--- src/rtl/cphy_esc_pkg.sv ---
// Shared C-PHY escape-mode definitions for the TX serializer and RX deserializer.
package cphy_esc_pkg;

  localparam int unsigned ESC_BYTE_W    = 8;
  localparam int unsigned ESC_BIT_CNT_W = $clog2(ESC_BYTE_W);

  typedef enum logic {
    ESC_SER_IDLE  = 1'b0,
    ESC_SER_SHIFT = 1'b1
  } esc_ser_state_e;

endpackage

--- src/rtl/esc_serializer_if.sv ---
// Escape-mode byte handshake and serial line bundle; the serializer is the slave side.
interface esc_serializer_if #(
  parameter int unsigned DATA_W = 8
);

  logic [DATA_W-1:0] TxEscData;
  logic              TxValidEsc;
  logic              TxReadyEsc;
  logic              SerBit;
  logic              SerBitValid;
  logic              ByteDoneEsc;

  modport master (
    output TxEscData,
    output TxValidEsc,
    input  TxReadyEsc,
    input  SerBit,
    input  SerBitValid,
    input  ByteDoneEsc
  );

  modport slave (
    input  TxEscData,
    input  TxValidEsc,
    output TxReadyEsc,
    output SerBit,
    output SerBitValid,
    output ByteDoneEsc
  );

endinterface

--- src/rtl/esc_ser_hold_buf.sv ---
// One-entry valid/ready holding register placed in front of the escape serializer shifter.
module esc_ser_hold_buf
  import cphy_esc_pkg::*;
#(
  parameter int unsigned DATA_W = ESC_BYTE_W
) (
  input  logic              clk,
  input  logic              rst_n,
  input  logic              flush,
  input  logic              in_valid,
  output logic              in_ready,
  input  logic [DATA_W-1:0] in_data,
  output logic              out_valid,
  input  logic              out_ready,
  output logic [DATA_W-1:0] out_data
);

  logic              full_q, full_d;
  logic [DATA_W-1:0] data_q, data_d;

  always_comb begin
    full_d = full_q;
    data_d = data_q;
    if (flush) begin
      full_d = 1'b0;
      data_d = '0;
    end else if (in_valid && in_ready) begin
      full_d = 1'b1;
      data_d = in_data;
    end else if (out_valid && out_ready) begin
      full_d = 1'b0;
    end
  end

  always_ff @(posedge clk or negedge rst_n) begin
    if (!rst_n) begin
      full_q <= 1'b0;
      data_q <= '0;
    end else begin
      full_q <= full_d;
      data_q <= data_d;
    end
  end

  assign in_ready  = !full_q;
  assign out_valid = full_q;
  assign out_data  = data_q;

endmodule

--- src/rtl/esc_serializer.sv ---
// C-PHY escape-mode TX byte serializer, LSB first, one bit per TxClkEsc cycle.
// Define ESC_SER_HOLD_EN to add a one-entry holding register ahead of the shifter.
module esc_serializer
  import cphy_esc_pkg::*;
#(
  parameter int unsigned DATA_W = ESC_BYTE_W
) (
  input  logic             TxClkEsc,
  input  logic             RstN,
  input  logic             EscSerEn,
  esc_serializer_if.slave  bus
);

  localparam int unsigned            CNT_W    = $clog2(DATA_W);
  localparam logic [CNT_W-1:0]       LAST_CNT = CNT_W'(DATA_W - 1);

  esc_ser_state_e    state_q, state_d;
  logic [CNT_W-1:0]  bit_cnt_q, bit_cnt_d;
  logic [DATA_W-1:0] shift_q, shift_d;
  logic              ser_bit_q, ser_bit_d;
  logic              ser_valid_q, ser_valid_d;
  logic              byte_done_q, byte_done_d;

  logic              tx_ready;
  logic              accept;
  logic              last_bit;
  logic              load;
  logic [DATA_W-1:0] load_data;

  assign last_bit = (state_q == ESC_SER_SHIFT) && (bit_cnt_q == LAST_CNT);
  assign accept   = bus.TxValidEsc && tx_ready;

`ifdef ESC_SER_HOLD_EN
  logic              hold_full;
  logic              hold_in_ready;
  logic              from_hold;
  logic [DATA_W-1:0] hold_data;

  // Bytes accepted mid-byte park in the hold register; at the last bit the
  // shifter reloads from hold, or directly from the bus if hold is empty.
  esc_ser_hold_buf #(.DATA_W(DATA_W)) u_hold (
    .clk       (TxClkEsc),
    .rst_n     (RstN),
    .flush     (!EscSerEn),
    .in_valid  (accept && (state_q == ESC_SER_SHIFT) && !last_bit),
    .in_ready  (hold_in_ready),
    .in_data   (bus.TxEscData),
    .out_valid (hold_full),
    .out_ready (from_hold),
    .out_data  (hold_data)
  );

  assign tx_ready  = RstN && EscSerEn && hold_in_ready;
  assign from_hold = EscSerEn && last_bit && hold_full;
  assign load      = from_hold || (accept && ((state_q == ESC_SER_IDLE) || last_bit));
  assign load_data = from_hold ? hold_data : bus.TxEscData;
`else
  assign tx_ready  = RstN && EscSerEn && ((state_q == ESC_SER_IDLE) || last_bit);
  assign load      = accept;
  assign load_data = bus.TxEscData;
`endif

  always_comb begin
    state_d     = state_q;
    bit_cnt_d   = bit_cnt_q;
    shift_d     = shift_q;
    ser_bit_d   = ser_bit_q;
    ser_valid_d = ser_valid_q;
    if (!EscSerEn) begin
      state_d     = ESC_SER_IDLE;
      bit_cnt_d   = '0;
      shift_d     = '0;
      ser_bit_d   = 1'b0;
      ser_valid_d = 1'b0;
    end else if (load) begin
      state_d     = ESC_SER_SHIFT;
      bit_cnt_d   = '0;
      shift_d     = load_data >> 1;
      ser_bit_d   = load_data[0];
      ser_valid_d = 1'b1;
    end else if (state_q == ESC_SER_SHIFT) begin
      if (last_bit) begin
        state_d     = ESC_SER_IDLE;
        bit_cnt_d   = '0;
        shift_d     = '0;
        ser_bit_d   = 1'b0;
        ser_valid_d = 1'b0;
      end else begin
        bit_cnt_d = bit_cnt_q + CNT_W'(1);
        shift_d   = shift_q >> 1;
        ser_bit_d = shift_q[0];
      end
    end
    // Registered pulse aligned with the MSB being on the line.
    byte_done_d = (state_d == ESC_SER_SHIFT) && (bit_cnt_d == LAST_CNT);
  end

  always_ff @(posedge TxClkEsc or negedge RstN) begin
    if (!RstN) begin
      state_q     <= ESC_SER_IDLE;
      bit_cnt_q   <= '0;
      shift_q     <= '0;
      ser_bit_q   <= 1'b0;
      ser_valid_q <= 1'b0;
      byte_done_q <= 1'b0;
    end else begin
      state_q     <= state_d;
      bit_cnt_q   <= bit_cnt_d;
      shift_q     <= shift_d;
      ser_bit_q   <= ser_bit_d;
      ser_valid_q <= ser_valid_d;
      byte_done_q <= byte_done_d;
    end
  end

  assign bus.TxReadyEsc  = tx_ready;
  assign bus.SerBit      = ser_bit_q;
  assign bus.SerBitValid = ser_valid_q;
  assign bus.ByteDoneEsc = byte_done_q;

endmodule

--- src/flat_wrapper.sv ---
// flat-port wrapper written by rule: the top's interface ports become plain ports
module esc_serializer_flat import cphy_esc_pkg::*;
#(
  parameter int unsigned DATA_W = ESC_BYTE_W
)
  (TxClkEsc, RstN, EscSerEn, bus_TxEscData, bus_TxValidEsc, bus_TxReadyEsc, bus_SerBit, bus_SerBitValid, bus_ByteDoneEsc);
  esc_serializer_if #(.DATA_W(DATA_W)) bus_i ();
  input  logic TxClkEsc;
  input  logic RstN;
  input  logic EscSerEn;
  input wire logic [$bits(bus_i.TxEscData)-1:0] bus_TxEscData;
  input wire logic [$bits(bus_i.TxValidEsc)-1:0] bus_TxValidEsc;
  output wire logic [$bits(bus_i.TxReadyEsc)-1:0] bus_TxReadyEsc;
  output wire logic [$bits(bus_i.SerBit)-1:0] bus_SerBit;
  output wire logic [$bits(bus_i.SerBitValid)-1:0] bus_SerBitValid;
  output wire logic [$bits(bus_i.ByteDoneEsc)-1:0] bus_ByteDoneEsc;
  assign bus_i.TxEscData = bus_TxEscData;
  assign bus_i.TxValidEsc = bus_TxValidEsc;
  assign bus_TxReadyEsc = bus_i.TxReadyEsc;
  assign bus_SerBit = bus_i.SerBit;
  assign bus_SerBitValid = bus_i.SerBitValid;
  assign bus_ByteDoneEsc = bus_i.ByteDoneEsc;
  esc_serializer #(.DATA_W(DATA_W)) u_core (.TxClkEsc(TxClkEsc), .RstN(RstN), .EscSerEn(EscSerEn), .bus(bus_i));
endmodule
--- config.mk ---
export PLATFORM = sky130hd
export DESIGN_NAME = esc_serializer_flat
export DESIGN_NICKNAME = d
export VERILOG_FILES = /design/src/rtl/cphy_esc_pkg.sv /design/src/rtl/esc_serializer_if.sv /design/src/rtl/esc_ser_hold_buf.sv /design/src/rtl/esc_serializer.sv /design/src/flat_wrapper.sv
export SDC_FILE = /design/constraint.sdc
export NUM_CORES = 1
export LEC_CHECK = 0
export ABC_AREA = 0
export CAP_MARGIN = 20
export CELL_PAD_IN_SITES_DETAIL_PLACEMENT = 1
export CELL_PAD_IN_SITES_GLOBAL_PLACEMENT = 2
export CORE_UTILIZATION = 32
export DETAILED_ROUTE_END_ITERATION = 12
export PLACE_DENSITY = 0.92
export SYNTH_ARGS = -nofsm -noshare
export SYNTH_HDL_FRONTEND = slang
export SYNTH_HIERARCHICAL = 1
export SYNTH_SLANG_ARGS = --single-unit
--- constraint.sdc ---
create_clock -name TxClkEsc -period 4.55 [get_ports TxClkEsc]
set_clock_uncertainty 0.15 [all_clocks]
set_input_delay 0.6825 -clock TxClkEsc [delete_from_list [all_inputs] [get_ports TxClkEsc]]
set_output_delay 0.6825 -clock TxClkEsc [all_outputs]
set_load 0.02 [all_outputs]
==> results of run 1 <==
[cell families after synthesis]
group                    Yosys count  share of synthesized area (%)
adder cells (fa/ha/maj)            2                           3.34
buffers and inverters              7                           5.52
flip-flops                        14                           46.8
AND/OR/NAND/NOR                   37                           28.3
AO/OA/AOI/OAI                     18                           16.1
[per-layer routing]
| metal | up-vias | share of wire, % |
|---|---|---|
| met3 | 2 | 1.9 |
| met2 | 8 | 50 |
| li1 | 320 | - |
| met4 | 0 | 0.57 |
| met5 | - | 0 |
| met1 | 335 | 48 |
[critical path: stages]
cell and delay, ns:
clkdlybuf4s50_1 0.45, buf_4 0.24, nand2_1 0.21, nor2_1 0.13
clkdlybuf4s50_1 0.61
[stage by stage]
step,hold slack [ns],cell area (µm²),instances
finish,0.385,951,123
global placement,0.345,915,119
CTS,0.385,951,123
floorplan,0.237,748,78
detailed placement,0.369,915,119
global route,0.435,951,123
[cell type report]
| class | count | share of cell area (%) |
|---|---|---|
| Multi-Input combinational cell | 57 | 37.5 |
| Clock buffer | 4 | 3.82 |
| Inverter | 4 | 1.58 |
| Sequential cell | 14 | 36.8 |
| Timing Repair Buffer | 16 | 16.6 |
| Tap cell | 28 | 3.68 |
[power by group]
part / leakage (nW) / total (mW) / internal (mW) / switching (mW)
sequential: 0.191 / 0.135 / 0.130 / 0.00509
clock: 0.0210 / 0.0909 / 0.0486 / 0.0423
combinational: 0.176 / 0.0453 / 0.0211 / 0.0242
total: 0.387 / 0.272 / 0.200 / 0.0716
[registers in the layout, indices dropped and copies added (netlist names)]
| name | cells |
|---|---|
| u_core/shift_q | 7 |
| u_core/bit_cnt_q | 3 |
| u_core/bus.ByteDoneEsc | 1 |
| u_core/bus.SerBit | 1 |
| u_core/bus.SerBitValid | 1 |
| u_core/state_q | 1 |
[cell usage in the layout (no fill, tap or decap), types with 2 or more instances in the layout]
master            n
nor4_1            6
nand3b_1          2
o21ai_0           2
nand2_1          17
and3_1            2
a21oi_1           6
nand3_1           3
ha_1              2
a311oi_1          6
clkbuf_4          3
dfrtp_1          14
clkdlybuf4s50_1  15
inv_1             2
[worst max-delay path by stage]
stage                endpoint  slack [ns]  cells after the start
2_1_floorplan  bus_TxReadyEsc        2.44                      5
3_3_place_gp   bus_TxReadyEsc        1.38                      5
3_5_place_dp   bus_TxReadyEsc        1.35                      5
4_1_cts        bus_TxReadyEsc        1.35                      5
5_1_grt        bus_TxReadyEsc        1.25                      5
6_report       bus_TxReadyEsc        1.38                      5
==> impl_metrics.csv, run 1 <==
group,metric,value,unit
grt,grt_pass1_vias,694,
final_layout,fin_nets,110,
status,status,"complete, no violations",
floorplanning,die_x,50.4,µm
synthesis,synth_seq_cells,14,
floorplanning,initial_core_util,33.8,%
final_layout,multi_input_area,357,µm²
grt,track_usage,17.0,%
timing,finalCritPeriodShare,69.8,%
route,vias,665,
synthesis,ys_top_cells_by_count,"nand2_1 (17), dfrtp_1 (14), a21oi_1 (6), a311oi_1 (6), nor4_1 (6)",
grt,grt_use_met1,22.7,%
grt,use_met3,2.73,%
grt,use_met2,27.3,%
synthesis,syn_nets,92,
floorplanning,coreArea,2210,µm²
floorplanning,die_area,2540,µm²
timing,fmax,315,MHz
timing,slew_violations,0,
pwr,vdd_ir_drop_max,0.000146,V
final_layout,drive_above_1_share,9.47,%
setup_path,crit_type,"in -> out",
synthesis,netlist.area_leader.share,46.8,%
place,hpwl,1320,µm
synthesis,synth_area_leaders,"dfrtp_1 (47%), nand2_1 (8.5%), a311oi_1 (7.0%), nor4_1 (5.0%), a21oi_1 (4.0%)",
grt,grt_pass1_wl,3270,µm
synthesis,ys_seq_area_share,46.8,%
clocking,cts-buffers-inserted,3,
clocking,cts_resized,0,
route,wl,1760,µm
floorplanning,die_h,50.4,µm
hold_path,hp-class,"reg -> reg",
route,drtPass1Iterations,4,
synthesis,synth-async-reset-ratio,100,%
final_layout,final.fill_count,262,
final_layout,syn_to_final_growth,27.1,%
synthesis,synthMostInstantiatedCell,"nand2_1",
timing,worst_slack,1.38,ns
clocking,clk_latency,0.28,ns
route,drc,0,
place,globalplace.congestion,0.750,
clocking,htree_levels,1,
setup_path,start_kind,"input port",
hold_path,hold_end,"u_core/bus.SerBitValid",
synthesis,ys_types,26,
route,drt_iter0_drc,7,
hold_path,worstHoldStart,"u_core/bus.SerBitValid",
final_layout,final-seq-area,350,µm²
setup_path,critical_path.max_fanout,19,
synthesis,yosys_warnings,6,
clocking,tritoncts,"built",
synthesis,synthesis.area,748,µm²
grt,overflow,0,
floorplanning,ios,16,
timing,hold_viol,0,
timing,finalSetupTns,0,ns
pwr,power_density,286,nW/µm²
pwr,p_total,0.272,mW
floorplanning,num_rows,17,
clocking,clock-root-buffer,"clkbuf_4",
setup_path,r2r_start,"u_core/bit_cnt_q[0]",
setup_path,critPathLaunch,"RstN",
route,wl_per_cell,14.3,µm
clocking,cts_num_sinks,14,
clocking,path_clk_slew,0.08,ns
setup_path,critPathCaptureType,"primary output",
final_layout,utilization,43.0,%
route,routed_via_density,5.41,
setup_path,rr_endpoint,"u_core/shift_q[1]",
grt,grt_start_max_net_pins,20,
place,pre_cts_ws,1.35,ns
setup_path,reg2regPathDepth,5,
setup_path,worstPathRequired,3.72,ns
timing,timing.slew.headroom,75.9,%
synthesis,ys.flop_type,"dfrtp_1",
grt,antenna_found_initial,0,
timing,setup_viol,0,
timing,grt_setup_unrepaired,"false",
hold_path,holdPathStages,2,
clocking,clockBufferDepth,2,
synthesis,synth_top_area_cell,"dfrtp_1",
grt,busiest_layer,"met2",
timing,tightest_slew,0.362,ns
setup_path,arrival,2.34,ns
route,ant_nets,0,
synthesis,syn-instance-count,78,
synthesis,syn_avg_cell_area,9.59,µm²
final_layout,diodes,0,
job,drv_cap,0,
timing,fin_crit,3.17,ns
place,io_buffers,15,
synthesis,synth_edf_count,0,
setup_path,r2r_setup_slack,2.62,ns
pwr,p_leak,0.387,nW
clocking,holdBufCountCts,0,
clocking,post_cts_buffers,0,
No activity file was read; power rests on OpenSTA's default activity.
==> inputs of run 2 (changes only) <==
--- a/config.mk
+++ b/config.mk
@@ -9,9 +9,9 @@
 export CAP_MARGIN = 20
 export CELL_PAD_IN_SITES_DETAIL_PLACEMENT = 1
 export CELL_PAD_IN_SITES_GLOBAL_PLACEMENT = 2
-export CORE_UTILIZATION = 32
+export CORE_UTILIZATION = 29
 export DETAILED_ROUTE_END_ITERATION = 12
-export PLACE_DENSITY = 0.92
+export PLACE_DENSITY = 0.85
 export SYNTH_ARGS = -nofsm -noshare
 export SYNTH_HDL_FRONTEND = slang
 export SYNTH_HIERARCHICAL = 1
==> constraint.sdc (replaced) <==
create_clock -name TxClkEsc -period 3.1 [get_ports TxClkEsc]
set_clock_uncertainty 0.15 [all_clocks]
set_input_delay 0.465 -clock TxClkEsc [delete_from_list [all_inputs] [get_ports TxClkEsc]]
set_output_delay 0.465 -clock TxClkEsc [all_outputs]
set_load 0.02 [all_outputs]
==> impl_metrics.csv, run 2 (synthesis gave the netlist of run 1 again) <==
group,metric,value,unit
setup_path,r2r_start,"u_core/bit_cnt_q[0]",
timing,finalSetupTns,0,ns
place,globalplace.congestion,0.732,
route,wl,1960,µm
floorplanning,initial_core_util,30.5,%
setup_path,critical_path.max_fanout,8,
hold_path,worstHoldStart,"u_core/bus.SerBitValid",
grt,track_usage,17.0,%
place,io_buffers,15,
clocking,tritoncts,"built",
clocking,clockBufferDepth,2,
clocking,clk_latency,0.28,ns
setup_path,reg2regPathDepth,6,
place,pre_cts_ws,0.500,ns
timing,tightest_slew,0.375,ns
floorplanning,ios,16,
setup_path,r2r_setup_slack,1.19,ns
clocking,post_cts_buffers,0,
timing,setup_viol,0,
floorplanning,die_x,52.8,µm
floorplanning,die_area,2790,µm²
setup_path,start_kind,"input port",
setup_path,critPathCaptureType,"primary output",
route,vias,697,
pwr,p_leak,0.392,nW
final_layout,fin_nets,111,
job,drv_cap,0,
hold_path,hp-class,"reg -> reg",
final_layout,final_cell_mix,"nand2_1 (17), clkdlybuf4s50_1 (15), dfrtp_1 (14)",
pwr,vdd_ir_drop_max,0.000248,V
final_layout,diodes,0,
setup_path,arrival,2.00,ns
timing,slew_violations,0,
final_layout,drive_above_1_share,10.4,%
route,drt_iter0_drc,19,
timing,worst_slack,0.489,ns
clocking,path_clk_slew,0.09,ns
clocking,cts-buffers-inserted,3,
timing,grt_setup_unrepaired,"false",
route,drtPass1Iterations,4,
timing,finalCritPeriodShare,84.2,%
timing,fmax,383,MHz
final_layout,largest_register_ff_count,7,
floorplanning,coreArea,2450,µm²
grt,antenna_found_initial,0,
setup_path,crit_type,"in -> out",
route,drc,0,
pwr,power_density,422,nW/µm²
final_layout,max_flop_register,"u_core/shift_q",
timing,timing.slew.headroom,75.0,%
route,routed_via_density,5.53,
floorplanning,num_rows,18,
setup_path,rr_endpoint,"u_core/shift_q[0]",
final_layout,syn_to_final_growth,28.4,%
grt,overflow,0,
route,wl_per_cell,15.5,µm
setup_path,worstPathRequired,2.48,ns
final_layout,layout_commonest_cell,"nand2_1",
timing,hold_viol,0,
pwr,p_total,0.405,mW
grt,grt_pass1_vias,697,
route,ant_nets,0,
hold_path,holdPathStages,2,
clocking,holdBufCountCts,0,
clocking,cts_resized,0,
timing,fin_crit,2.61,ns
clocking,cts_num_sinks,14,
grt,grt_pass1_wl,3330,µm
grt,grt_start_max_net_pins,19,
clocking,htree_levels,1,
hold_path,hold_end,"u_core/bus.SerBitValid",
place,hpwl,1380,µm
clocking,clock-root-buffer,"clkbuf_4",
floorplanning,die_h,52.8,µm
final_layout,biggestRegsByFlops,"u_core/shift_q x7, u_core/bit_cnt_q x3",
status,status,"complete, no violations",
-- run 2: changes by cell type in the layout (fill, tap and decap cells not counted) --
cell   previous run  this run
buf_4             1         2
-- run 2: how the worst max path moves through the flow --
stage / to / slack (ns) / start
finish: bus_TxReadyEsc / 0.49 / EscSerEn
global route: bus_TxReadyEsc / 0.35 / u_core/bit_cnt_q[0]
CTS: bus_TxReadyEsc / 0.48 / EscSerEn
detailed placement: bus_TxReadyEsc / 0.50 / EscSerEn
global placement: bus_TxReadyEsc / 0.52 / EscSerEn
floorplan: bus_TxReadyEsc / 1.20 / u_core/bit_cnt_q[0]
-- run 2: area by class of cell --
class / count / area, µm²
Sequential cell: 14 / 350
Tap cell: 30 / 37.5
Multi-Input combinational cell: 57 / 357
Timing Repair Buffer: 17 / 165
Inverter: 4 / 15.0
Fill cell: 290 / 1490
Clock buffer: 4 / 36.3
-- run 2: critical path, cell delays in order --
cell and delay [ns]:
clkdlybuf4s50_1 0.58, nand2_1 0.21, nor2_1 0.13, clkdlybuf4s50_1 0.61
-- run 2: per-layer routing --
| metal | vias to the layer above | GRT usage, % | wire length [µm] |
|---|---|---|---|
| li1 | 326 | - | - |
| met1 | 352 | 21.9 | 908 |
| met2 | 17 | 26.8 | 970 |
| met3 | 2 | 4.35 | 67 |
| met4 | 0 | 6.58 | 12 |
| met5 | - | 0 | 0 |
-- run 2: power breakdown --
part           internal (mW)  switching, mW  total [mW]
sequential             0.191        0.00778       0.199
combinational         0.0322         0.0372      0.0694
clock                 0.0715         0.0656       0.137
total                  0.295          0.111       0.405
-- run 2: stage by stage --
step	area [µm²]	utilization, %	hold WS (ns)	instances
4_1_cts	961	39.1	0.384	126
3_5_place_dp	925	37.7	0.362	122
2_1_floorplan	748	-	0.0194	78
5_1_grt	961	39.1	0.412	126
3_3_place_gp	925	37.7	0.358	122
6_report	961	39.1	0.376	126
==> inputs of run 3 (changes only) <==
--- a/config.mk
+++ b/config.mk
@@ -9,9 +9,9 @@
 export CAP_MARGIN = 20
 export CELL_PAD_IN_SITES_DETAIL_PLACEMENT = 1
 export CELL_PAD_IN_SITES_GLOBAL_PLACEMENT = 2
-export CORE_UTILIZATION = 29
+export CORE_UTILIZATION = 26
 export DETAILED_ROUTE_END_ITERATION = 12
-export PLACE_DENSITY = 0.85
+export PLACE_DENSITY = 0.81
 export SYNTH_ARGS = -nofsm -noshare
 export SYNTH_HDL_FRONTEND = slang
 export SYNTH_HIERARCHICAL = 1
==> constraint.sdc (replaced) <==
create_clock -name TxClkEsc -period 2.35 [get_ports TxClkEsc]
set_clock_uncertainty 0.15 [all_clocks]
set_input_delay 0.3525 -clock TxClkEsc [delete_from_list [all_inputs] [get_ports TxClkEsc]]
set_output_delay 0.3525 -clock TxClkEsc [all_outputs]
set_load 0.02 [all_outputs]
==> impl_metrics.csv, run 3 (synthesis gave the netlist of run 1 again) <==
group,metric,value,unit
timing,fmax,461,MHz
setup_path,start_kind,"flip-flop",
place,io_buffers,15,
final_layout,diodes,0,
route,routed_via_density,5.28,
pwr,intPower,0.392,mW
grt,overflow,0,
pwr,p_seq_share,48.8,%
timing,slew_violations,0,
pwr,p_leak,0.416,nW
floorplanning,die_h,55.6,µm
route,drt_iter0_drc,16,
hold_path,hp-class,"in -> async",
setup_path,arrival,1.67,ns
grt,track_usage,14.6,%
timing,tightest_slew,0.386,ns
route,drc,0,
timing,fin_crit,2.17,ns
clocking,path_clk_slew,0.09,ns
setup_path,cpMaxStageDelayCell,"dfrtp_1",
status,status,"complete, no violations",
floorplanning,coreArea,2730,µm²
final_layout,syn_to_final_growth,32.4,%
place,dp.cells,127,
final_layout,fin_cells,131,
timing,hold_viol,0,
route,wl,1940,µm
pwr,p_total,0.531,mW
pwr,vdd_ir_drop_max,0.000430,V
clocking,clk_latency,0.28,ns
final_layout,drive_above_1_share,14.0,%
timing,timing.slew.headroom,74.3,%
timing,grt_setup_unrepaired,"false",
grt,grt_start_max_net_pins,19,
timing,finalSetupTns,0,ns
clocking,htree_levels,1,
timing,finalCritPeriodShare,92.3,%
final_layout,max_flop_register,"u_core/shift_q",
setup_path,critical_path.max_fanout,4,
final_layout,largest_register_ff_count,7,
floorplanning,initial_core_util,27.4,%
clocking,post_cts_buffers,0,
pwr,p_comb_share,18.4,%
final_layout,final_cell_mix,"nand2_1 (17), clkdlybuf4s50_1 (14), dfrtp_1 (14)",
grt,use_met2,22.9,%
setup_path,worstPathCellList,"ha_1, ha_1, nor2b_4, nor2_1, dlygate4sd2_1",
clocking,clock-root-buffer,"clkbuf_4",
setup_path,reg2regPathDepth,6,
floorplanning,num_rows,19,
clocking,cts_num_sinks,14,
setup_path,cpMostUsedCell,"ha_1",
grt,use_met3,4.88,%
pwr,p_sw,0.139,mW
pwr,swShare,26.2,%
floorplanning,die_area,3100,µm²
setup_path,critPathMaxStageDelay,0.43,ns
setup_path,crit_type,"reg -> out",
setup_path,critPathCaptureType,"primary output",
route,wl_per_cell,14.8,µm
grt,antenna_found_initial,0,
floorplanning,die_x,55.6,µm
floorplanning,ios,16,
grt,grt_pass1_vias,738,
grt,grt_pass1_wl,3470,µm
final_layout,layout_commonest_cell,"nand2_1",
place,globalplace.congestion,0.752,
job,drv_cap,0,
route,vias,692,
final_layout,biggestRegsByFlops,"u_core/shift_q x7, u_core/bit_cnt_q x3",
clocking,clockBufferDepth,2,
place,hpwl,1440,µm
timing,setup_viol,0,
timing,hold_ws,0.294,ns
final_layout,fin_nets,115,
clocking,tritoncts,"built",
pwr,p_clk_share,32.8,%
route,ant_nets,0,
clocking,cts-buffers-inserted,3,
setup_path,worstPathRequired,1.85,ns
pwr,power_density,536,nW/µm²
route,drtPass1Iterations,2,
grt,grt_use_met1,18.1,%
grt,busiest_layer,"met2",
clocking,holdBufCountCts,0,
[run 3: final cells by class]
class	instances	area [µm²]
multi-input combinational	57	357
clock buffer	4	36.3
tap	31	38.8
inverter	4	15.0
timing repair buffer	21	194
sequential	14	350
fill	336	1740
[run 3: worst paths after layout]
check / startpoint / endpoint / slack [ns]
worst min register to register: u_core/bus.SerBitValid / u_core/bus.SerBitValid / 0.37
worst max-delay path: u_core/bit_cnt_q[0] / bus_TxReadyEsc / 0.18
min in group TxClkEsc: u_core/bus.SerBitValid / u_core/bus.SerBitValid / 0.37
worst min-delay path: RstN / u_core/bus.ByteDoneEsc / 0.29
worst max register to register: u_core/bit_cnt_q[0] / u_core/shift_q[0] / 0.49
max in group asynchronous: RstN / u_core/state_q / 1.56
[run 3: what timing repair did]
action | CTS | global route
endpoints found under the hold margin | 0 | 0
resized for setup | 1 | 0
setup endpoints to repair | 1 | 0
[run 3: metal layers]
layer	up-vias	part of all wire, %
met5	-	0
met4	0	2.4
met3	4	3.6
met2	11	47
met1	342	47
li1	335	-
[run 3: worst max-delay path, delay by kind of cell (launching register included)]
family	cells	cell delay, ns
simple gates	2	0.19
flops	1	0.43
fa+ha+maj	2	0.45
buf+inv	1	0.31
[run 3: through the flow]
stage | cell area, µm² | utilization (%) | worst slack [ns]
4_1_cts | 991 | 36.2 | 0.154
3_3_place_gp | 956 | 35.0 | 0.163
2_1_floorplan | 748 | - | 0.566
6_report | 991 | 36.2 | 0.181
5_1_grt | 991 | 36.2 | 0.0925
3_5_place_dp | 956 | 35.0 | 0.171
[run 3: power groups by stage]
| stage | Sequential, mW | Clock [mW] | Combinational (mW) |
|---|---|---|---|
| 6_report | 0.259 | 0.174 | 0.0975 |
| 5_1_grt | 0.261 | 0.193 | 0.108 |
| 4_1_cts | 0.259 | 0.183 | 0.0982 |
| 3_5_place_dp | 0.264 | 0 | 0.0986 |
| 3_3_place_gp | 0.264 | 0 | 0.0972 |
| 2_1_floorplan | 0.266 | 0 | 0.0461 |
